--- src/rtl/axi_slave_fsm_r_resp.sv ---
// rtl/axi_slave_fsm_r_resp.sv - AXI slave read-response FSM: R FIFO to R channel, optional SLVERR beat injection
// Optional feature macro: AXI_SLAVE_R_ERR_EN (error capture slot and R_Err state)
module axi_slave_fsm_r_resp #(
    parameter int ID_W   = 5,
    parameter int DATA_W = 64
) (
    input  logic                   axi_clk,
    input  logic                   ARESTn,
    input  logic [ID_W+DATA_W+2:0] FIFO_rd_data,
    input  logic                   FIFO_empty,
    output logic                   FIFO_rd_en,
    input  logic                   int_RVALID,
    input  logic [ID_W-1:0]        int_RID,
    output logic                   int_ready,
    output logic                   RVALID,
    input  logic                   RREADY,
    output logic [ID_W-1:0]        RID,
    output logic [DATA_W-1:0]      RDATA,
    output logic [1:0]             RRESP,
    output logic                   RLAST,
    output logic                   rd_done,
    output logic [ID_W-1:0]        rd_done_id
);

`ifdef AXI_SLAVE_R_ERR_EN
    typedef enum logic [1:0] {
        R_Idle = 2'd0,
        R_Data = 2'd1,
        R_Err  = 2'd2
    } r_state_t;
    localparam logic [1:0] RESP_SLVERR = 2'b10;
`else
    typedef enum logic [1:0] {
        R_Idle = 2'd0,
        R_Data = 2'd1
    } r_state_t;
`endif

    r_state_t            r_state;
    logic                r_rvalid;
    logic [ID_W-1:0]     r_rid;
    logic [DATA_W-1:0]   r_rdata;
    logic [1:0]          r_rresp;
    logic                r_rlast;
    logic                r_rd_done;
    logic [ID_W-1:0]     r_rd_done_id;
    logic                r_in_burst;

    // FWFT word layout: {RID, RDATA, RRESP, RLAST}
    logic [ID_W-1:0]     w_fifo_rid;
    logic [DATA_W-1:0]   w_fifo_data;
    logic [1:0]          w_fifo_resp;
    logic                w_fifo_last;
    logic                w_pop;

    assign w_fifo_rid  = FIFO_rd_data[ID_W+DATA_W+2:DATA_W+3];
    assign w_fifo_data = FIFO_rd_data[DATA_W+2:3];
    assign w_fifo_resp = FIFO_rd_data[2:1];
    assign w_fifo_last = FIFO_rd_data[0];

`ifdef AXI_SLAVE_R_ERR_EN
    logic                r_err_pending;
    logic [ID_W-1:0]     r_err_id;
    logic                w_err_go;
    logic                w_err_clr;

    assign w_err_clr = (r_state == R_Err) && RREADY;
    // int_ready is the slot's emptiness straight from the register, so a
    // slot freed this cycle cannot be refilled until the next one
    assign int_ready = !r_err_pending;

    // One-deep capture of a rejected read's ID from the AR side
    always_ff @(posedge axi_clk or negedge ARESTn) begin
        if (!ARESTn) begin
            r_err_pending <= 1'b0;
            r_err_id      <= '0;
        end else if (w_err_clr) begin
            r_err_pending <= 1'b0;
        end else if (int_RVALID && !r_err_pending) begin
            r_err_pending <= 1'b1;
            r_err_id      <= int_RID;
        end
    end
`else
    logic w_unused_err_inputs;

    assign w_unused_err_inputs = &{1'b0, int_RVALID, int_RID};
    assign int_ready           = 1'b1;
`endif

    // Next-beat selection: pop only when the output register is free or
    // being emptied this cycle; an error beat only at a burst boundary
    always_comb begin
        w_pop = 1'b0;
`ifdef AXI_SLAVE_R_ERR_EN
        w_err_go = 1'b0;
`endif
        case (r_state)
            R_Idle: begin
                w_pop = !FIFO_empty;
`ifdef AXI_SLAVE_R_ERR_EN
                if (r_err_pending && !r_in_burst) begin
                    w_pop    = 1'b0;
                    w_err_go = 1'b1;
                end
`endif
            end
            R_Data: begin
                if (RREADY) begin
                    w_pop = !FIFO_empty;
`ifdef AXI_SLAVE_R_ERR_EN
                    if (r_rlast && r_err_pending) begin
                        w_pop    = 1'b0;
                        w_err_go = 1'b1;
                    end
`endif
                end
            end
            default: begin
                w_pop = 1'b0;
            end
        endcase
    end

    // Pop is the combinational strobe that pairs with the FWFT load edge;
    // reset forces it low so nothing is consumed while held in reset
    assign FIFO_rd_en = w_pop && ARESTn;

    // Main FSM with registered R payload, burst tracking and completion pulse
    always_ff @(posedge axi_clk or negedge ARESTn) begin
        if (!ARESTn) begin
            r_state      <= R_Idle;
            r_rvalid     <= 1'b0;
            r_rid        <= '0;
            r_rdata      <= '0;
            r_rresp      <= 2'b00;
            r_rlast      <= 1'b0;
            r_rd_done    <= 1'b0;
            r_rd_done_id <= '0;
            r_in_burst   <= 1'b0;
        end else begin
            r_rd_done <= 1'b0;
            case (r_state)
                R_Idle: begin
`ifdef AXI_SLAVE_R_ERR_EN
                    if (w_err_go) begin
                        r_rvalid <= 1'b1;
                        r_rid    <= r_err_id;
                        r_rdata  <= '0;
                        r_rresp  <= RESP_SLVERR;
                        r_rlast  <= 1'b1;
                        r_state  <= R_Err;
                    end else
`endif
                    if (w_pop) begin
                        r_rvalid <= 1'b1;
                        r_rid    <= w_fifo_rid;
                        r_rdata  <= w_fifo_data;
                        r_rresp  <= w_fifo_resp;
                        r_rlast  <= w_fifo_last;
                        r_state  <= R_Data;
                    end
                end
                R_Data: begin
                    if (RREADY) begin
                        if (r_rlast) begin
                            r_in_burst   <= 1'b0;
                            r_rd_done    <= 1'b1;
                            r_rd_done_id <= r_rid;
                        end else begin
                            r_in_burst   <= 1'b1;
                        end
`ifdef AXI_SLAVE_R_ERR_EN
                        if (w_err_go) begin
                            r_rid    <= r_err_id;
                            r_rdata  <= '0;
                            r_rresp  <= RESP_SLVERR;
                            r_rlast  <= 1'b1;
                            r_state  <= R_Err;
                        end else
`endif
                        if (w_pop) begin
                            r_rid    <= w_fifo_rid;
                            r_rdata  <= w_fifo_data;
                            r_rresp  <= w_fifo_resp;
                            r_rlast  <= w_fifo_last;
                        end else begin
                            r_rvalid <= 1'b0;
                            r_state  <= R_Idle;
                        end
                    end
                end
`ifdef AXI_SLAVE_R_ERR_EN
                R_Err: begin
                    if (RREADY) begin
                        r_rd_done    <= 1'b1;
                        r_rd_done_id <= r_rid;
                        r_rvalid     <= 1'b0;
                        r_state      <= R_Idle;
                    end
                end
`endif
                default: begin
                    r_rvalid <= 1'b0;
                    r_state  <= R_Idle;
                end
            endcase
        end
    end

    assign RVALID     = r_rvalid;
    assign RID        = r_rid;
    assign RDATA      = r_rdata;
    assign RRESP      = r_rresp;
    assign RLAST      = r_rlast;
    assign rd_done    = r_rd_done;
    assign rd_done_id = r_rd_done_id;

endmodule

--- config.mk ---
export PLATFORM = sky130hd
export DESIGN_NAME = axi_slave_fsm_r_resp
export DESIGN_NICKNAME = d
export VERILOG_FILES = /design/src/rtl/axi_slave_fsm_r_resp.sv
export SDC_FILE = /design/constraint.sdc
export NUM_CORES = 1
export LEC_CHECK = 0
export ABC_AREA = 1
export CORE_MARGIN = 1
export CORE_UTILIZATION = 44
export CTS_BUF_LIST = sky130_fd_sc_hd__clkbuf_8
export DETAILED_ROUTE_END_ITERATION = 10
export HOLD_SLACK_MARGIN = 0.02
export PLACE_DENSITY = 0.95
export SYNTH_ARGS = -nofsm -noshare
export SYNTH_HDL_FRONTEND = slang
export SYNTH_SLANG_ARGS = --single-unit
--- constraint.sdc ---
create_clock -name axi_clk -period 2 [get_ports axi_clk]
set_input_delay 0.4 -clock axi_clk [delete_from_list [all_inputs] [get_ports axi_clk]]
set_output_delay 0.4 -clock axi_clk [all_outputs]
set_load 0.01 [all_outputs]
# Word level (Yosys, flattened, before mapping)
# Index checks and enable logic that the tools add are counted.
dict set report word_totals {
  register_bits 81
  latch_bits 0
  mem_bits_rw 0
  romBits 0
  inputBits 82
  out_inout_bits 81
  elab_cells 44
  memories 0
}
dict set report op_classes {
  n_addsub 0
  mul 0
  div 0
  n_lt_le_gt_ge 0
  eq_ne 4
  n_shift 0
  muxes 25
  bitwise_logic 0
  reduce_logical 7
}
# cell n
set op_table {}
lappend op_table {{two-way mux 64 bit} 2}
lappend op_table {{case mux 64 bit (2 select lines)} 1}
lappend op_table {{two-way mux 2 bit} 5}
lappend op_table {{two-way mux 5 bit} 2}
lappend op_table {{case mux 5 bit (2 select lines)} 1}
lappend op_table {{two-way mux 1 bit} 9}
lappend op_table {{case mux 2 bit (2 select lines)} 2}
lappend op_table {{inequality test 2 bit (second input constant)} 3}
lappend op_table {{case mux 1 bit (2 select lines)} 3}
lappend op_table {{AND reduction 3 bit} 2}
lappend op_table {{== test 2 x 1 -> 1 bit (second input constant)} 1}
lappend op_table {{logical NOT 2 bit} 1}
lappend op_table {{AND reduction 2 bit} 1}
lappend op_table {{nonzero test 2 bit} 1}
lappend op_table {{logical AND 1 bit} 1}
lappend op_table {{logical NOT 1 bit} 1}

# Logic depth before layout (Yosys ltp)
dict set report logic_depth {
  depth_word 6
  ltp_mapped 6
  ltp_nobuf 5
}

# Worst setup path after synthesis
# OpenSTA, ideal clock, no wires.
dict set report synth_timing {
  kind {register to output}
  startpoint {register r_state[0]}
  endpoint {output port FIFO_rd_en}
  arrival_time_ns 0.948
  required_time_ns 1.600
  slack_ns 0.652
  path_stages_with_launch 5
  path_buffers 1
  cell_sequence {dfrtp_1 nand2_4 nand2_4 buf_2 nor2_1}
}
dict set report synth_via {
  elab_chain_cells 3
  elab_cells_between_ends 4
  classes_between {eq/ne: 1; mux: 1; reduce/logical: 2}
}
# item line_no
set synth_rtl {}
lappend synth_rtl {{from (decl)} 39} ;# r_state_t r_state;
lappend synth_rtl {{from (signal assigned)} 132} ;# r_state <= R_Idle;
lappend synth_rtl {{from (signal assigned)} 161} ;# r_state <= R_Data;
lappend synth_rtl {{from (signal assigned)} 189} ;# r_state <= R_Idle;
lappend synth_rtl {{== test 2 x 1 -> 1 bit or logical NOT 2 bit (tied branches)} 98} ;# case (r_state)
lappend synth_rtl {{case mux 1 bit (2 select lines) *} 98}
lappend synth_rtl {{logical AND 1 bit *} 127} ;# assign FIFO_rd_en = w_pop && ARESTn;
lappend synth_rtl {{to (decl)} 11} ;# output logic FIFO_rd_en,
# Every way passes the cells marked *; elsewhere a longest branch is shown, timed or not.

# Worst setup path in the final report
dict set report layout_timing {
  startpoint {input port RREADY}
  endpoint {output port FIFO_rd_en}
}
dict set report layout_via {
  elab_chain_cells 3
}
# item line_no
set layout_rtl {}
lappend layout_rtl {{from (decl)} 16} ;# input logic RREADY,
lappend layout_rtl {{two-way mux 1 bit} 109} ;# if (RREADY) begin
lappend layout_rtl {{case mux 1 bit (2 select lines)} 98}
lappend layout_rtl {{logical AND 1 bit} 127}
# Every way passes these cells.

==> impl_metrics.env <==
export IMPL_post_cts_setup_bufs=0
export IMPL_post_drt_wl_per_cell_um=14.0
export IMPL_drc=0
export IMPL_cellInternalPower_mw=3.11
export IMPL_crit_path_frequent_cell="nand2_4"
export IMPL_share_comb_of_total_power=0.256
export IMPL_synth_simple_gate_area_frac=0.322
export IMPL_postSynthCellCount=343
export IMPL_power_frac_seq=0.458
export IMPL_clkLatencyLatePin_ns=0.33
export IMPL_fill_cells=536
export IMPL_clk_network_pwr_share=0.287
export IMPL_path_max_fanout=2
export IMPL_cts_repair_resized=1
export IMPL_p_sw_mw=1.14
export IMPL_clk_transition_reported_paths_ns=0.08
export IMPL_synthesized_area_fraction_occupied_by_adder_cells=0
export IMPL_power_leakage_nw=2.42
export IMPL_num_rows=30
export IMPL_worst_endpoint_arrival_ns=1.41
export IMPL_diodes=0
export IMPL_area_growth_synth_to_final_pct=53.6
export IMPL_cp_slowest_stage_delay_ns=0.49
export IMPL_fmax_mhz=553
export IMPL_clock_tree_from_tritoncts="yes"
export IMPL_synth_sequential_area_ratio=0.614
export IMPL_critical_path_s_top_delay_family="buffers and inverters"
export IMPL_detailroute_via_count=2877
export IMPL_finalCritPeriodShare=0.904
export IMPL_via_cell_ratio=4.86
export IMPL_yosys_area_share_xor_xnor=0
export IMPL_slew_at_the_pin_closest_to_its_max_slew_limit_ns=0.975
export IMPL_grt_overflow=0
export IMPL_rsz0062_at_grt="no"
export IMPL_slew_limit_headroom=0.350
export IMPL_worst_hold_slack_ns=0.317
export IMPL_maxCapViolCount=0
export IMPL_groute_layer_met3_usage=0.0575
export IMPL_synth_area_mux_share=0
export IMPL_synth_cell_type_count=14
export IMPL_setup_viol=0
export IMPL_global_route_peak_usage_layer="met2"
export IMPL_timing_worst_setup_path_type="input port to output port"
export IMPL_drt_pass1_iter_count=4
export IMPL_compound_gate_portion_of_the_synthesized_area=0
export IMPL_slew_viol_final=0
export IMPL_ys_seq_elements=79
export IMPL_worstHoldPathType="input port to async pin"
export IMPL_detailedPlacementHpwl_mm=5.58
export IMPL_crit_path_start_kind="input port"
export IMPL_path_buf_inv=3
export IMPL_layout_cells_most_common_list="160 x nand2_1, 153 x clkdlybuf4s50_1, 79 x dfrtp_1"
export IMPL_grt_max_degree=80
export IMPL_num_nets_final=573
export IMPL_cts_max_level=3
export IMPL_vdd_ir_drop_worst_mv=0.421
export IMPL_yosysWarningCount=0
export IMPL_final_period_minus_worst_setup_slack_ns=1.81
export IMPL_post_cts_hold_buffer_count=0
export IMPL_clock_tree_root_cell="clkbuf_8"
export IMPL_mostFrequentLayoutCell="nand2_1"
export IMPL_cp_slowest_cell="clkdlybuf4s50_1"
export IMPL_tritoncts_num_sinks=79
export IMPL_first_global_vias=2818
export IMPL_globalRouteMet2Util=0.378
export IMPL_antenna_violating_nets_left=0
export IMPL_die_area_um2=7660
export IMPL_status="completed"
export IMPL_met1_usage=0.273
export IMPL_power_total_mw=4.25
export IMPL_power_per_cell_area_nw_per_um2=860
export IMPL_gpl_final_weighted_congestion=0.768
export IMPL_core_region_area_um2=6940
export IMPL_drt_first_iter_violations=135
export IMPL_final_hold_viol_count=0
export IMPL_finalWirelength_mm=8.29
export IMPL_top_level_ports=163
export IMPL_worst_clock_skew_ns=0.0105
export IMPL_power_share_switching=0.268
export IMPL_crit_path_cell_trace="clkdlybuf4s50_1 -> inv_1 -> nand2_4 -> nand2_4 -> nor2_1 -> dlygate4sd2_1"
export IMPL_grt_use_total=0.221
export IMPL_die_width_um=87.5
export IMPL_antenna_found_initial=0
export IMPL_avgSynthCellArea_um2=9.39
export IMPL_worst_ep_required_time_ns=1.60
export IMPL_fp_dieH_um=87.5
export IMPL_synth_cell_area_um2=3220
export IMPL_post_route_cells_drive_above_1_share=0.0625
export IMPL_start_util=0.464
export IMPL_synth_top_family_by_area="simple AND/OR/NAND/NOR gates"
export IMPL_synth_net_count=425
export IMPL_numCtsBuffers=9
export IMPL_io_buffers=155
export IMPL_cp_capture_type="output port"
export IMPL_grt_pass1_wl_mm=13.1
export IMPL_clock_tree_buffer_depth=2
-- sequential cells by signal, summed over array words and instances (netlist names) --
| register | flops |
|---|---|
| RDATA | 64 |
| RID | 5 |
| rd_done_id | 5 |
| RRESP | 2 |
| RLAST | 1 |
| r_state | 1 |
| rd_done | 1 |
-- cells by family (layout without fill, tap and decap cells) --
logic type,after synthesis,count (layout)
other cells,1,1
simple gates,236,236
buf+inv,27,180
flops,79,79
-- final timing paths --
kind	startpoint	slack, ns	depth (start not counted)	end
setup / recovery	RREADY	0.19	6	FIFO_rd_en
hold / removal	ARESTn	0.32	2	RDATA[49]$_DFFE_PN0P_
setup reg to reg	r_state[0]$_DFFE_PN0P_	0.49	4	RDATA[7]$_DFFE_PN0P_
hold reg to reg	RDATA[35]$_DFFE_PN0P_	0.47	2	RDATA[35]$_DFFE_PN0P_
max in group asynchronous	ARESTn	1.05	2	RDATA[26]$_DFFE_PN0P_
min in group axi_clk	RDATA[35]$_DFFE_PN0P_	0.47	2	RDATA[35]$_DFFE_PN0P_
-- synthesized netlist by cell type (all sizes together) --
library cell | instances | area (µm²)
inv | 4 | 15.0
nand3 | 73 | 410
dfrtp | 79 | 1980
buf | 23 | 186
conb | 1 | 3.75
nand2 | 162 | 623
nor2 | 1 | 3.75
-- metrics by stage --
| stage | instances | util | cell area [µm²] | worst slack, ns | TNS [ns] |
|---|---|---|---|---|---|
| after floorplan | 343 | - | 3220 | 0.652 | 0 |
| after global placement | 576 | 0.683 | 4740 | -0.0817 | -0.0817 |
| after detailed placement | 576 | 0.683 | 4740 | -0.0899 | -0.194 |
| after CTS | 592 | 0.712 | 4940 | 0.185 | 0 |
| after global routing | 592 | 0.712 | 4940 | 0.131 | 0 |
| final | 592 | 0.712 | 4940 | 0.191 | 0 |
-- power groups by stage --
stage	registers, mW	clock network (mW)	logic [mW]
floorplan	2.07	0	0.303
global placement	1.96	0	1.06
detailed placement	1.97	0	1.10
CTS	1.94	1.25	1.10
global route	1.97	1.32	1.18
finish	1.95	1.22	1.09
-- per-layer routing --
| metal | share of wire | up-vias |
|---|---|---|
| met5 | 0 | - |
| met4 | 0.013 | 0 |
| met3 | 0.061 | 12 |
| met2 | 0.52 | 106 |
| met1 | 0.41 | 1383 |
| li1 | - | 1376 |
-- cell type report --
type	instances	area, µm²	share of cell area
inverters	4	15.0	0.00304
flip-flops and latches	79	1980	0.400
multi-input cells	237	1040	0.211
clock buffers	9	124	0.0251
well taps	96	120	0.0243
clock inverters	7	81.3	0.0165
repair buffers	160	1590	0.321
Power figures use the tool's default switching activity.
